File: config.mk
export PLATFORM = sky130hd
export DESIGN_NAME = gpio_nch
export DESIGN_NICKNAME = d
export VERILOG_FILES = /design/src/rtl/gpio_nch_pkg.sv /design/src/rtl/gpio_in_filter.sv /design/src/rtl/gpio_nch.sv
export SDC_FILE = /design/constraint.sdc
export NUM_CORES = 1
export LEC_CHECK = 0
export ABC_AREA = 1
export BUFFER_PORTS_ARGS = -buffer_cell sky130_fd_sc_hd__buf_2
export CORE_ASPECT_RATIO = 0.5
export CORE_UTILIZATION = 54
export DETAILED_ROUTE_END_ITERATION = 12
export PLACE_DENSITY = 0.9
export REMOVE_ABC_BUFFERS = 1
export SETUP_SLACK_MARGIN = 0.4
export SLEW_MARGIN = 30
export SYNTH_ARGS = -nofsm -noshare
export SYNTH_HDL_FRONTEND = slang
export SYNTH_SLANG_ARGS = --single-unit
File: constraint.sdc
create_clock -name clk -period 3.6 [get_ports clk]
set_input_delay 0.36 -clock clk [delete_from_list [all_inputs] [get_ports clk]]
set_output_delay 0.36 -clock clk [all_outputs]
set_load 0.02 [all_outputs]
File: src/rtl/gpio_nch_pkg.sv
// Shared register offsets and pin mode encodings for the parametrised GPIO slave.
package gpio_nch_pkg;

    localparam logic [7:0] GPIO_CTRL       = 8'h00;
    localparam logic [7:0] GPIO_DATA       = 8'h04;
    localparam logic [7:0] GPIO_INT_EN     = 8'h08;
    localparam logic [7:0] GPIO_INT_STATUS = 8'h0C;
    localparam logic [7:0] GPIO_DEBOUNCE   = 8'h10;

    // Encoding 2'b11 is not listed and behaves like GPIO_MODE_OFF.
    typedef enum logic [1:0] {
        GPIO_MODE_OFF = 2'b00,
        GPIO_MODE_OUT = 2'b01,
        GPIO_MODE_IN  = 2'b10
    } gpio_mode_e;

endpackage

File: src/rtl/gpio_in_filter.sv
// Per-pin input conditioning: two-flop synchroniser followed by a tick-sampled
// debounce that only accepts a level seen on two consecutive ticks.
module gpio_in_filter (
    input  logic clk,
    input  logic rst_n,
    input  logic tick,
    input  logic pad_i,
    output logic filt_o,
    output logic filt_chg_o
);

    logic sync1_q, sync2_q, smp_q, filt_q;
    logic smp_d, filt_d;

    always_comb begin
        smp_d  = smp_q;
        filt_d = filt_q;
        if (tick) begin
            smp_d = sync2_q;
            if (sync2_q == smp_q) begin
                filt_d = sync2_q;
            end
        end
    end

    always_ff @(posedge clk or negedge rst_n) begin
        if (!rst_n) begin
            sync1_q <= 1'b0;
            sync2_q <= 1'b0;
            smp_q   <= 1'b0;
            filt_q  <= 1'b0;
        end else begin
            sync1_q <= pad_i;
            sync2_q <= sync1_q;
            smp_q   <= smp_d;
            filt_q  <= filt_d;
        end
    end

    assign filt_o     = filt_q;
    assign filt_chg_o = (filt_d != filt_q);

endmodule

File: src/rtl/gpio_nch.sv
// GPIO slave with NUM_IO pins: per-pin direction, debounced inputs and
// edge-triggered write-1-to-clear interrupt status.
module gpio_nch
    import gpio_nch_pkg::*;
#(
    parameter int NUM_IO = 2,
    parameter int DB_W   = 16
) (
    input  logic              clk,
    input  logic              rst,
    input  logic              we_i,
    input  logic [31:0]       addr_i,
    input  logic [31:0]       data_i,
    output logic [31:0]       data_o,
    input  logic [NUM_IO-1:0] io_pin_i,
    output logic [NUM_IO-1:0] io_out_o,
    output logic [NUM_IO-1:0] io_oe_o,
    output logic              int_sig_o
);

    logic [2*NUM_IO-1:0] ctrl_q, ctrl_d;
    logic [NUM_IO-1:0]   data_q, data_d;
    logic [NUM_IO-1:0]   rise_en_q, rise_en_d, fall_en_q, fall_en_d;
    logic [NUM_IO-1:0]   rise_st_q, rise_st_d, fall_st_q, fall_st_d;
    logic [DB_W-1:0]     db_q, db_d, cnt_q, cnt_d;
    logic                int_q, int_d;

    logic [NUM_IO-1:0]   filt, filt_chg, is_out, is_in, rd_data;
    logic                tick;
    logic                wr_ctrl, wr_data, wr_en, wr_st, wr_db;
    logic                unused_bus;

    assign tick    = (cnt_q == db_q);
    assign wr_ctrl = we_i && (addr_i[7:0] == GPIO_CTRL);
    assign wr_data = we_i && (addr_i[7:0] == GPIO_DATA);
    assign wr_en   = we_i && (addr_i[7:0] == GPIO_INT_EN);
    assign wr_st   = we_i && (addr_i[7:0] == GPIO_INT_STATUS);
    assign wr_db   = we_i && (addr_i[7:0] == GPIO_DEBOUNCE);

    assign unused_bus = ^{addr_i[31:8], data_i};

    for (genvar i = 0; i < NUM_IO; i++) begin : g_pin
        gpio_in_filter u_filter (
            .clk        (clk),
            .rst_n      (rst),
            .tick       (tick),
            .pad_i      (io_pin_i[i]),
            .filt_o     (filt[i]),
            .filt_chg_o (filt_chg[i])
        );
    end

    always_comb begin
        is_out  = '0;
        is_in   = '0;
        rd_data = '0;
        for (int i = 0; i < NUM_IO; i++) begin
            is_out[i]  = (ctrl_q[2*i +: 2] == GPIO_MODE_OUT);
            is_in[i]   = (ctrl_q[2*i +: 2] == GPIO_MODE_IN);
            rd_data[i] = (is_out[i] & data_q[i]) | (is_in[i] & filt[i]);
        end
    end

    always_comb begin
        ctrl_d    = ctrl_q;
        data_d    = data_q;
        rise_en_d = rise_en_q;
        fall_en_d = fall_en_q;
        db_d      = db_q;
        if (wr_ctrl) ctrl_d = data_i[2*NUM_IO-1:0];
        if (wr_data) data_d = data_i[NUM_IO-1:0];
        if (wr_en) begin
            rise_en_d = data_i[NUM_IO-1:0];
            fall_en_d = data_i[16 +: NUM_IO];
        end
        if (wr_db) db_d = data_i[DB_W-1:0];
        cnt_d = (wr_db || tick) ? '0 : cnt_q + DB_W'(1);

        // Clear first, then set, so a new edge wins over a same-cycle W1C.
        rise_st_d = rise_st_q;
        fall_st_d = fall_st_q;
        if (wr_st) begin
            rise_st_d = rise_st_d & ~data_i[NUM_IO-1:0];
            fall_st_d = fall_st_d & ~data_i[16 +: NUM_IO];
        end
        rise_st_d = rise_st_d | (filt_chg & ~filt & is_in & rise_en_q);
        fall_st_d = fall_st_d | (filt_chg &  filt & is_in & fall_en_q);

        int_d = |((rise_st_d & rise_en_d) | (fall_st_d & fall_en_d));
    end

    always_ff @(posedge clk or negedge rst) begin
        if (!rst) begin
            ctrl_q    <= '0;
            data_q    <= '0;
            rise_en_q <= '0;
            fall_en_q <= '0;
            rise_st_q <= '0;
            fall_st_q <= '0;
            db_q      <= '0;
            cnt_q     <= '0;
            int_q     <= 1'b0;
        end else begin
            ctrl_q    <= ctrl_d;
            data_q    <= data_d;
            rise_en_q <= rise_en_d;
            fall_en_q <= fall_en_d;
            rise_st_q <= rise_st_d;
            fall_st_q <= fall_st_d;
            db_q      <= db_d;
            cnt_q     <= cnt_d;
            int_q     <= int_d;
        end
    end

    always_comb begin
        data_o = '0;
        case (addr_i[7:0])
            GPIO_CTRL:       data_o[2*NUM_IO-1:0] = ctrl_q;
            GPIO_DATA:       data_o[NUM_IO-1:0]   = rd_data;
            GPIO_INT_EN: begin
                data_o[NUM_IO-1:0]   = rise_en_q;
                data_o[16 +: NUM_IO] = fall_en_q;
            end
            GPIO_INT_STATUS: begin
                data_o[NUM_IO-1:0]   = rise_st_q;
                data_o[16 +: NUM_IO] = fall_st_q;
            end
            GPIO_DEBOUNCE:   data_o[DB_W-1:0]     = db_q;
            default:         data_o = '0;
        endcase
    end

    assign io_oe_o   = is_out;
    assign io_out_o  = data_q;
    assign int_sig_o = int_q;

endmodule

==> results.sh, run 1 <==
export IMPL_run_status="complete, no violations"
export IMPL_setup_total_negative_slack_ps=0
export IMPL_post_dp_cell_area_sq_um=3380
export IMPL_clkPwrFrac_pct=33.1
export IMPL_deepest_level_of_the_cts_h_tree=2
export IMPL_worst_ep_arrival_time_ps=1880
export IMPL_post_synth_instance_area_sq_um=3100
export IMPL_clk_sinks=55
export IMPL_grt_first_pass_wirelength_mm=10.9
export IMPL_post_route_period_util_pct=62.3
export IMPL_vias=2598
export IMPL_numCtsBuffers=5
export IMPL_synthCells=389
export IMPL_flow_area_growth_from_synthesis_pct=14.7
export IMPL_cp_end_kind="output pin"
export IMPL_drt_wl_total_mm=6.43
export IMPL_firstDrtPassIters=4
export IMPL_hold_buffers=0
export IMPL_power_density_nw_per_um2=479
export IMPL_tightest_slew_ps=571
export IMPL_first_global_vias=2521
export IMPL_timing_critical_path_required_ps=3240
export IMPL_antennaDiodeCount=0
export IMPL_routedWlPerCell_microns=12.4
export IMPL_worst_skew_pair_late_latency_ps=290
export IMPL_clkTransAtPathRegs_ps=70
export IMPL_avgSynthCellArea_sq_um=7.97
export IMPL_antenna_found_initial=0
export IMPL_clock_skew_final_ps=5.40
export IMPL_finalCoreUtilization_pct=64.5
export IMPL_seqPwrFrac_pct=46.7
export IMPL_post_cts_buffers=0
export IMPL_ir_worst_vdd_uv=263
export IMPL_io_buffers=53
export IMPL_finish_net_count=516
export IMPL_critical_path_top_cell_by_count="sky130_fd_sc_hd__buf_2"
export IMPL_critical_path_reg2reg_startpoint="cnt_q[0]"
export IMPL_synth_yosys_seq_area_share_pct=44.4
export IMPL_core_area_sq_um=5520
export IMPL_crit_path_max_fanout=16
export IMPL_rr_endpoint="cnt_q[12]"
export IMPL_crit_family="simple AND/OR/NAND/NOR gates"
export IMPL_cts_resized=0
export IMPL_die_height_microns=55.6
export IMPL_p_leak_nw=1.92
export IMPL_cts_root_buffer_cell="sky130_fd_sc_hd__clkbuf_16"
export IMPL_num_io_pins=106
export IMPL_worst_slew_margin_rel_pct=61.9
export IMPL_max_freq_ghz=0.446
export IMPL_path_type_of_the_worst_min_delay_path="input port to asynchronous set/reset pin"
export IMPL_period_needed_ps=2240
export IMPL_p_sw_uw=540
export IMPL_timing_critical_path_buf_inv=3
export IMPL_post_route_cells_drive_above_1_share_pct=25.5
export IMPL_overflow_after_grt=0
export IMPL_std_cell_rows=19
export IMPL_cellInternalPower_mw=1.16
export IMPL_synth_ff_latch_count=55
export IMPL_rrSetupSlack_ps=1750
export IMPL_drc=0
export IMPL_dp_hpwl_mm=4.54
export IMPL_startpoint_type="input port"
export IMPL_postRouteAntennaNets=0
export IMPL_final_setup_violation_count=0
export IMPL_finalWeightedCongestion=0.836
export IMPL_via_per_inst=5.00
export IMPL_relative_contribution_of_combinational_cells_to_total_power_pct=20.2
export IMPL_maximum_number_of_pins_on_one_net_before_global_route_repair=34
export IMPL_cts_max_path_buffers=2
export IMPL_power_switching_share_pct=31.7
export IMPL_cp_cell_sequence="buf_2, or2_4, nor3_2, nand3_2, inv_1, nand2_1, o211ai_1, buf_2"
export IMPL_reg_largest_list="cnt_q (16), db_q (16), ctrl_q (4)"
export IMPL_fp_dieW_microns=109
export IMPL_timing_worst_setup_path_type="input port to output pin"
export IMPL_max_cap_violations=0
export IMPL_design_die_area_sq_um=6060
export IMPL_design_area_sq_um=3550
export IMPL_synth_cell_types=34
export IMPL_drt_iter0_drc=179
export IMPL_finalHoldViolations=0
export IMPL_grt_overall_usage_pct=23.4
export IMPL_crit_path_max_incr_delay_ps=390
export IMPL_finalMaxSlewViolations=0
export IMPL_reg2reg_depth=8
export IMPL_critPathSlowestCell="sky130_fd_sc_hd__nand3_2"
export IMPL_tritoncts="done"
export IMPL_floorplan_initialDensity_pct=56.2
export IMPL_yosys_warnings=0
export IMPL_rsz_0062_raised_after_global_routing="no"
[cell usage in the layout, fill, tap and decap left out, drive strengths merged, types with 13 or more instances in the layout]
master  netlist  routed
buf          17      55
a21oi        13      13
nand3        15      15
dfrtp        55      55
inv          54      54
o21ai        41      41
nand2       117     117
conb          1      14
nor2         46      46
nor3         14      14
[worst max-delay path by stage]
| stage | from | endpoint | slack, ps | cells past startpoint |
|---|---|---|---|---|
| after floorplan | addr_i[1] | cnt_q[6] | 1660 | 7 |
| after global placement | addr_i[1] | cnt_q[14] | 1380 | 9 |
| after detailed placement | addr_i[1] | cnt_q[7] | 1260 | 9 |
| after CTS | addr_i[1] | data_o[0] | 1380 | 8 |
| after global routing | addr_i[1] | data_o[0] | 1290 | 8 |
| final | addr_i[1] | data_o[0] | 1360 | 8 |
[logic make-up (layout without fill, tap and decap cells)]
logic type / after synthesis / after routing / synth area share, %
AO/OA/AOI/OAI: 58 / 58 / 10.1
XOR/XNOR: 5 / 5 / 1.41
adder cells (fa/ha/maj): 1 / 1 / 0.404
buffers and inverters: 73 / 118 / 11.1
flip-flops: 55 / 55 / 44.4
other: 1 / 14 / 0.121
AND/OR/NAND/NOR: 196 / 196 / 32.4
[layer usage]
layer | up-vias | track usage, % | wire length (microns)
met2 | 70 | 39.4 | 3190
li1 | 1313 | - | -
met1 | 1207 | 29.7 | 2890
met3 | 8 | 3.98 | 276
met5 | - | 0 | 0
met4 | 0 | 10.2 | 72
[Yosys cell counts (all sizes together)]
library cell	instances	share of area [%]
nand3	15	4.2
xor2	4	1.1
or2	1	0.28
o21ai	41	6.6
a21oi	13	2.6
clkinv	1	0.12
buf	17	4.4
nand2	117	15
nand4	2	0.40
dfrtp	55	44
o211ai	1	0.24
nor4	1	0.69
nor3	14	2.9
a221oi	1	0.28
conb	1	0.12
ha	1	0.40
clkbuf	1	0.12
o22ai	2	0.40
inv	54	6.5
xnor2	1	0.28
nor2	46	8.4
[area by class of cell]
cell class | instances | area (sq um)
clock buffers | 6 | 139
clock inverters | 2 | 35.0
fillers | 467 | 1960
inverters | 55 | 206
multi-input cells | 274 | 1430
flip-flops and latches | 55 | 1380
well taps | 73 | 91.3
repair buffers | 55 | 280
[power by group through the flow]
stage | sequential [mW] | clock, mW | combinational [mW]
after floorplan | 0.784 | 0 | 0.266
after global placement | 0.796 | 0 | 0.329
after detailed placement | 0.804 | 0 | 0.342
after CTS | 0.794 | 0.570 | 0.349
after global routing | 0.810 | 0.592 | 0.394
final | 0.795 | 0.563 | 0.345
[stage by stage]
stage	hold slack (ps)	cells	setup WS, ps	power [mW]
2_1_floorplan	64.4	384	1660	1.05
3_3_place_gp	332	512	1380	1.13
3_5_place_dp	336	512	1260	1.15
4_1_cts	68.2	520	1380	1.71
5_1_grt	83.7	520	1290	1.80
6_report	53.8	520	1360	1.70
Power figures use the tool's default switching activity.
==> run 2, diff against run 1 <==
--- a/config.mk
+++ b/config.mk
@@ -8,9 +8,9 @@
 export ABC_AREA = 1
 export BUFFER_PORTS_ARGS = -buffer_cell sky130_fd_sc_hd__buf_2
 export CORE_ASPECT_RATIO = 0.5
-export CORE_UTILIZATION = 54
+export CORE_UTILIZATION = 50
 export DETAILED_ROUTE_END_ITERATION = 12
-export PLACE_DENSITY = 0.9
+export PLACE_DENSITY = 0.85
 export REMOVE_ABC_BUFFERS = 1
 export SETUP_SLACK_MARGIN = 0.4
 export SLEW_MARGIN = 30
==> constraint.sdc (replaced) <==
create_clock -name clk -period 2.2 [get_ports clk]
set_input_delay 0.22 -clock clk [delete_from_list [all_inputs] [get_ports clk]]
set_output_delay 0.22 -clock clk [all_outputs]
set_load 0.02 [all_outputs]
==> results.sh, run 2 (synthesized netlist as in run 1, its figures left out) <==
export IMPL_run_status="complete, no violations"
export IMPL_setup_total_negative_slack_ps=0
export IMPL_tritoncts="done"
export IMPL_crit_path_max_fanout=3
export IMPL_reg2reg_depth=8
export IMPL_rsz_0062_raised_after_global_routing="yes"
export IMPL_post_dp_cell_area_sq_um=3420
export IMPL_std_cell_rows=19
export IMPL_cts_root_buffer_cell="sky130_fd_sc_hd__clkbuf_16"
export IMPL_io_buffers=53
export IMPL_die_height_microns=57.7
export IMPL_finalHoldViolations=0
export IMPL_rrSetupSlack_ps=470
export IMPL_tightest_slew_ps=528
export IMPL_antenna_found_initial=0
export IMPL_startpoint_type="flip-flop"
export IMPL_finalCoreUtilization_pct=66.0
export IMPL_worstSetupPathDepth=7
export IMPL_timing_final_ws_setup_ps=432
export IMPL_vias=2571
export IMPL_crit_path_end="data_o[1]"
export IMPL_multi_input_gate_area_sq_um=1500
export IMPL_most_common_library_cell_in_the_layout_ignoring_fill_and_taps="sky130_fd_sc_hd__nand2_1"
export IMPL_max_freq_ghz=0.565
export IMPL_commonest_cells_after_routing_fill_and_taps_aside="sky130_fd_sc_hd__nand2_1 (103), sky130_fd_sc_hd__dfrtp_1 (54), sky130_fd_sc_hd__buf_2 (51)"
export IMPL_seq_cell_area_sq_um=1380
export IMPL_max_cap_violations=0
export IMPL_period_needed_ps=1770
export IMPL_crit_path_max_incr_delay_ps=400
export IMPL_worst_slew_margin_rel_pct=64.8
export IMPL_first_global_vias=2268
export IMPL_floorplan_initialDensity_pct=54.1
export IMPL_deepest_level_of_the_cts_h_tree=2
export IMPL_numCtsBuffers=5
export IMPL_num_io_pins=106
export IMPL_dp_worst_setup_slack_ps=371
export IMPL_worst_ep_arrival_time_ps=1550
export IMPL_final_setup_violation_count=0
export IMPL_grt_first_pass_wirelength_mm=10.1
export IMPL_timing_worst_setup_path_type="flip-flop to output pin"
export IMPL_critical_path_top_cell_by_count="sky130_fd_sc_hd__nand2_1"
export IMPL_finalMaxSlewViolations=0
export IMPL_power_density_nw_per_um2=773
export IMPL_timing_critical_path_buf_inv=1
export IMPL_maximum_number_of_pins_on_one_net_before_global_route_repair=34
export IMPL_worst_skew_pair_late_latency_ps=300
export IMPL_routedWlPerCell_microns=11.6
export IMPL_cp_cell_sequence="nand2_1, o21ai_1, nand2_1, o21ai_2, a221oi_2, nand2_1, buf_6"
export IMPL_cts_max_path_buffers=2
export IMPL_power_total_mw=2.92
export IMPL_core_area_sq_um=5730
export IMPL_design_area_sq_um=3780
export IMPL_path_type_of_the_worst_min_delay_path="input port to flip-flop"
export IMPL_clkTransAtPathRegs_ps=70
export IMPL_postRouteAntennaNets=0
export IMPL_post_route_period_util_pct=80.4
export IMPL_drt_wl_total_mm=6.33
export IMPL_rr_endpoint="cnt_q[12]"
export IMPL_antennaDiodeCount=0
export IMPL_startpoint="ctrl_q[3]"
export IMPL_post_route_cells_drive_above_1_share_pct=30.7
export IMPL_overflow_after_grt=0
export IMPL_fillerInstances=465
export IMPL_firstDrtPassIters=5
export IMPL_critPathSlowestCell="sky130_fd_sc_hd__dfrtp_1"
export IMPL_reg_largest_list="cnt_q (16), db_q (16), ctrl_q (4)"
export IMPL_drc=0
export IMPL_cp_end_kind="output pin"
export IMPL_grt_overall_usage_pct=20.1
export IMPL_design_die_area_sq_um=6540
export IMPL_critical_path_reg2reg_startpoint="cnt_q[0]"
export IMPL_via_per_inst=4.73
export IMPL_finalWeightedCongestion=0.817
export IMPL_p_leak_nw=1.99
export IMPL_clock_skew_final_ps=3.06
export IMPL_clk_sinks=55
export IMPL_fp_dieW_microns=113
export IMPL_finish_net_count=529
export IMPL_drt_iter0_drc=113
export IMPL_timing_critical_path_required_ps=1980
export IMPL_ir_worst_vdd_uv=475
export IMPL_crit_family="flip-flops"
export IMPL_dp_hpwl_mm=4.51
export IMPL_flow_area_growth_from_synthesis_pct=22.0
==> run 2: cell count changes in the layout (fill, tap and decap cells not counted), moves of 3 or more <==
cell	previous run	this run
sky130_fd_sc_hd__buf_4	2	14
sky130_fd_sc_hd__o21ai_1	14	17
sky130_fd_sc_hd__inv_1	45	42
sky130_fd_sc_hd__nor2_1	34	30
sky130_fd_sc_hd__o21ai_0	27	23
sky130_fd_sc_hd__inv_2	9	12
==> run 2: final cells by class <==
| type | count | area share, % |
|---|---|---|
| multi-input cells | 274 | 39.6 |
| flip-flops and latches | 55 | 36.4 |
| repair buffers | 68 | 10.6 |
| inverters | 55 | 5.46 |
| clock buffers | 5 | 3.31 |
| well taps | 84 | 2.78 |
| clock inverters | 3 | 1.79 |
==> run 2: where the power goes <==
part,total [mW],switching (mW),internal [mW]
clock network,1.02,0.373,0.652
logic,0.594,0.372,0.222
registers,1.30,0.165,1.14
==> run 2: worst min-delay path by stage <==
stage	to	depth (start not counted)	start	slack, ps
floorplan	cnt_q[0]	0	rst	-80
global placement	ctrl_q[3]	1	rst	220
detailed placement	g_pin[1].u_filter.filt_o	1	rst	230
CTS	g_pin[0].u_filter.sync1_q	1	io_pin_i[0]	20
global route	g_pin[1].u_filter.sync1_q	1	io_pin_i[1]	10
finish	g_pin[0].u_filter.sync1_q	1	io_pin_i[0]	20
==> run 2: what timing repair did <==
| item | 4_1_cts | 5_1_grt |
|---|---|---|
| endpoints found under the hold margin | 22 | 0 |
| gates resized for setup | 4 | 23 |
| buffers inserted | 1 | 9 |
| setup endpoints to repair | 2 | 7 |
| pin swaps | 1 | 9 |
| hold buffers | 1 | 0 |
==> run 2: routing by layer <==
metal / GRT usage [%] / share of wire, % / up-vias
met5: 0 / 0 / -
met4: 7.71 / 1.2 / 0
met3: 4.29 / 3.5 / 8
met2: 33.2 / 47 / 51
met1: 26.7 / 48 / 1171
li1: - / - / 1341
==> run 2: worst reg2reg max path: cells and delay by family (launching register included) <==
family	cells	cell delay [ps]
xor gates and xnor gates	1	170
adders and majority gates	1	180
and+or+nand+nor	6	830
DFF	1	440
==> run 2: through the flow <==
step,hold WS (ps),std cells
finish,20.0,544
global route,12.4,544
CTS,18.9,535
detailed placement,227,525
global placement,223,525
floorplan,-75.6,384
==> run 3, diff against run 2 <==
--- a/config.mk
+++ b/config.mk
@@ -5,12 +5,12 @@
 export SDC_FILE = /design/constraint.sdc
 export NUM_CORES = 1
 export LEC_CHECK = 0
-export ABC_AREA = 1
+export ABC_AREA = 0
 export BUFFER_PORTS_ARGS = -buffer_cell sky130_fd_sc_hd__buf_2
 export CORE_ASPECT_RATIO = 0.5
 export CORE_UTILIZATION = 50
 export DETAILED_ROUTE_END_ITERATION = 12
-export PLACE_DENSITY = 0.85
+export PLACE_DENSITY = 0.86
 export REMOVE_ABC_BUFFERS = 1
 export SETUP_SLACK_MARGIN = 0.4
 export SLEW_MARGIN = 30
==> constraint.sdc (replaced) <==
create_clock -name clk -period 1.7 [get_ports clk]
set_input_delay 0.17 -clock clk [delete_from_list [all_inputs] [get_ports clk]]
set_output_delay 0.17 -clock clk [all_outputs]
set_load 0.02 [all_outputs]
==> results.sh, run 3 <==
export IMPL_run_status="finished with violations"
export IMPL_violations="negative setup slack"
export IMPL_synth_cell_types=43
export IMPL_num_io_pins=106
export IMPL_synth_ff_latch_count=55
export IMPL_most_common_library_cell_in_the_layout_ignoring_fill_and_taps="sky130_fd_sc_hd__dfrtp_1"
export IMPL_cts_max_path_buffers=2
export IMPL_fillerInstances=261
export IMPL_synth_edff_count=0
export IMPL_core_area_sq_um=5540
export IMPL_synth_largest_area_cell="sky130_fd_sc_hd__dfrtp_1"
export IMPL_post_route_period_util_pct=128
export IMPL_dp_worst_setup_slack_ps=-526
export IMPL_max_freq_ghz=0.459
export IMPL_routedWlPerCell_microns=23.3
export IMPL_seq_cell_area_sq_um=1380
export IMPL_max_cap_violations=0
export IMPL_drc=0
export IMPL_maximum_number_of_pins_on_one_net_before_global_route_repair=29
export IMPL_placed_cells=417
export IMPL_first_global_vias=2743
export IMPL_clk_sinks=55
export IMPL_firstDrtPassIters=5
export IMPL_commonest_cells_after_routing_fill_and_taps_aside="sky130_fd_sc_hd__dfrtp_1 (54), sky130_fd_sc_hd__buf_4 (43), sky130_fd_sc_hd__buf_2 (32)"
export IMPL_yosys_warnings=0
export IMPL_fp_dieW_microns=110
export IMPL_dp_hpwl_mm=4.99
export IMPL_path_type_of_the_worst_min_delay_path="input port to flip-flop"
export IMPL_flow_area_growth_from_synthesis_pct=48.5
export IMPL_clock_skew_final_ps=13.4
export IMPL_worst_hold_path_num_cells=2
export IMPL_synth_area_top_cells="sky130_fd_sc_hd__dfrtp_1 (47%), sky130_fd_sc_hd__mux2_2 (9.7%), sky130_fd_sc_hd__xnor2_1 (6.0%)"
export IMPL_worst_ep_arrival_time_ps=2010
export IMPL_crit_path_max_fanout=3
export IMPL_drt_wl_total_mm=10.5
export IMPL_numCtsBuffers=5
export IMPL_timing_critical_path_required_ps=1530
export IMPL_rsz_0062_raised_after_global_routing="yes"
export IMPL_synth_flop_cell="sky130_fd_sc_hd__dfrtp_1"
export IMPL_avgSynthCellArea_sq_um=10.8
export IMPL_finalMaxSlewViolations=0
export IMPL_timing_final_ws_setup_ps=-477
export IMPL_synthCells=269
export IMPL_synth_common_cells="sky130_fd_sc_hd__dfrtp_1 (55), sky130_fd_sc_hd__mux2_2 (25), sky130_fd_sc_hd__nor2_1 (22), sky130_fd_sc_hd__xnor2_1 (20), sky130_fd_sc_hd__and2_1 (16)"
export IMPL_finish_net_count=444
export IMPL_post_synth_instance_area_sq_um=2920
export IMPL_startpoint_type="input port"
export IMPL_drt_iter0_drc=307
export IMPL_reg2reg_depth=5
export IMPL_asyncSetResetFlopFracSynth_pct=100
export IMPL_die_height_microns=56.0
export IMPL_final_setup_violation_count=53
export IMPL_clkTransAtPathRegs_ps=70
export IMPL_overflow_after_grt=0
export IMPL_finalWeightedCongestion=0.879
export IMPL_via_per_inst=6.18
export IMPL_postRouteAntennaNets=0
export IMPL_deepest_level_of_the_cts_h_tree=2
export IMPL_cp_end_kind="output pin"
export IMPL_power_density_nw_per_um2=938
export IMPL_synth_top_cell_area_share_pct=47.2
export IMPL_vias=2767
export IMPL_antennaDiodeCount=0
export IMPL_std_cell_rows=19
export IMPL_design_die_area_sq_um=6160
export IMPL_antenna_found_initial=1
export IMPL_multi_input_gate_area_sq_um=1750
export IMPL_io_buffers=53
export IMPL_floorplan_initialDensity_pct=52.6
export IMPL_worst_skew_pair_late_latency_ps=310
export IMPL_cts_root_buffer_cell="sky130_fd_sc_hd__clkbuf_16"
export IMPL_design_area_sq_um=4330
export IMPL_finalHoldViolations=0
export IMPL_post_route_cells_drive_above_1_share_pct=52.8
export IMPL_period_needed_ps=2180
export IMPL_p_leak_nw=2.06
export IMPL_reg_largest_list="cnt_q (16), db_q (16), ctrl_q (4)"
export IMPL_post_synth_top_count_cell="sky130_fd_sc_hd__dfrtp_1"
export IMPL_tritoncts="done"
export IMPL_synth_yosys_seq_area_share_pct=47.2
export IMPL_timing_worst_setup_path_type="input port to output pin"
export IMPL_grt_first_pass_wirelength_mm=15.3
export IMPL_ir_worst_vdd_uv=649
export IMPL_instances_no_fill=448
export IMPL_grt_overall_usage_pct=34.1
export IMPL_post_dp_cell_area_sq_um=3440
## run 3: cell count changes after synthesis, moves of 14 or more
cell                      delta
sky130_fd_sc_hd__nand2_1    -91
sky130_fd_sc_hd__inv_1      -40
sky130_fd_sc_hd__o21ai_0    -27
sky130_fd_sc_hd__mux2_2     +25
sky130_fd_sc_hd__xnor2_1    +19
sky130_fd_sc_hd__and2_1     +16
sky130_fd_sc_hd__o21ai_1    -14
## run 3: cells by family after synthesis
group	synth area share, %
other cells	0.129
xor+xnor	9.01
fa+ha+maj	0.429
mux	12.4
buf+inv	6.09
flops	47.2
simple gates	17.8
compound gates	6.91
## run 3: power by group
group	switching [mW]	total (mW)	internal, mW
combinational	0.715	1.32	0.605
clock	0.494	1.12	0.628
sequential	0.165	1.62	1.45
total	1.37	4.06	2.69
## run 3: worst paths after layout
path	slack, ps	endpoint	from
max	-480	data_o[0]	addr_i[5]
min	110	db_q[11]	data_i[11]
max reg2reg	-220	g_pin[1].u_filter.smp_q	db_q[10]
min reg2reg	350	g_pin[1].u_filter.sync2_q	g_pin[1].u_filter.sync1_q
max in group asynchronous	950	fall_en_q[1]	rst
min in group asynchronous	460	ctrl_q[3]	rst
## run 3: timing repair
| item | 4_1_cts | 5_1_grt |
|---|---|---|
| buffers inserted | 10 | 6 |
| resized for setup | 109 | 24 |
| endpoints found under the setup margin | 70 | 71 |
| cloned | 4 | 0 |
| pin swaps | 32 | 12 |
| hold buffers | 3 | 0 |
| endpoints found under the hold margin | 57 | 0 |
## run 3: metrics by stage
stage / util, % / TNS [ps] / power, mW / hold WS [ps]
after global placement: 62.2 / -8330 / 2.31 / 190
after detailed placement: 62.2 / -9760 / 2.36 / 198
after floorplan: - / -24200 / 2.03 / -126
after CTS: 75.4 / -4090 / 3.85 / 101
after global routing: 78.2 / -10240 / 4.17 / 104
final: 78.2 / -8320 / 4.06 / 110
## run 3: final cells by class
class | count | share of cell area [%]
Clock inverter | 1 | 0.173
Multi-Input combinational cell | 196 | 40.3
Tap cell | 73 | 2.11
Inverter | 5 | 0.434
Clock buffer | 7 | 3.53
Sequential cell | 55 | 31.8
Timing Repair Buffer | 111 | 21.6
## run 3: critical path, stage by stage
cell	delay [ps]
sky130_fd_sc_hd__buf_6	90
sky130_fd_sc_hd__or3_4	390
sky130_fd_sc_hd__or3_4	350
sky130_fd_sc_hd__or4b_4	530
sky130_fd_sc_hd__o22ai_2	160
sky130_fd_sc_hd__a221o_1	180
sky130_fd_sc_hd__buf_6	130
## run 3: layer usage
layer  track usage [%]  vias to the layer above  share of wire (%)
met5                 0                        -                  0
met4              16.0                        0                4.9
met3              7.03                       70                9.2
met2              55.1                      224                 48
met1              43.9                     1352                 38
li1                  -                     1121                  -
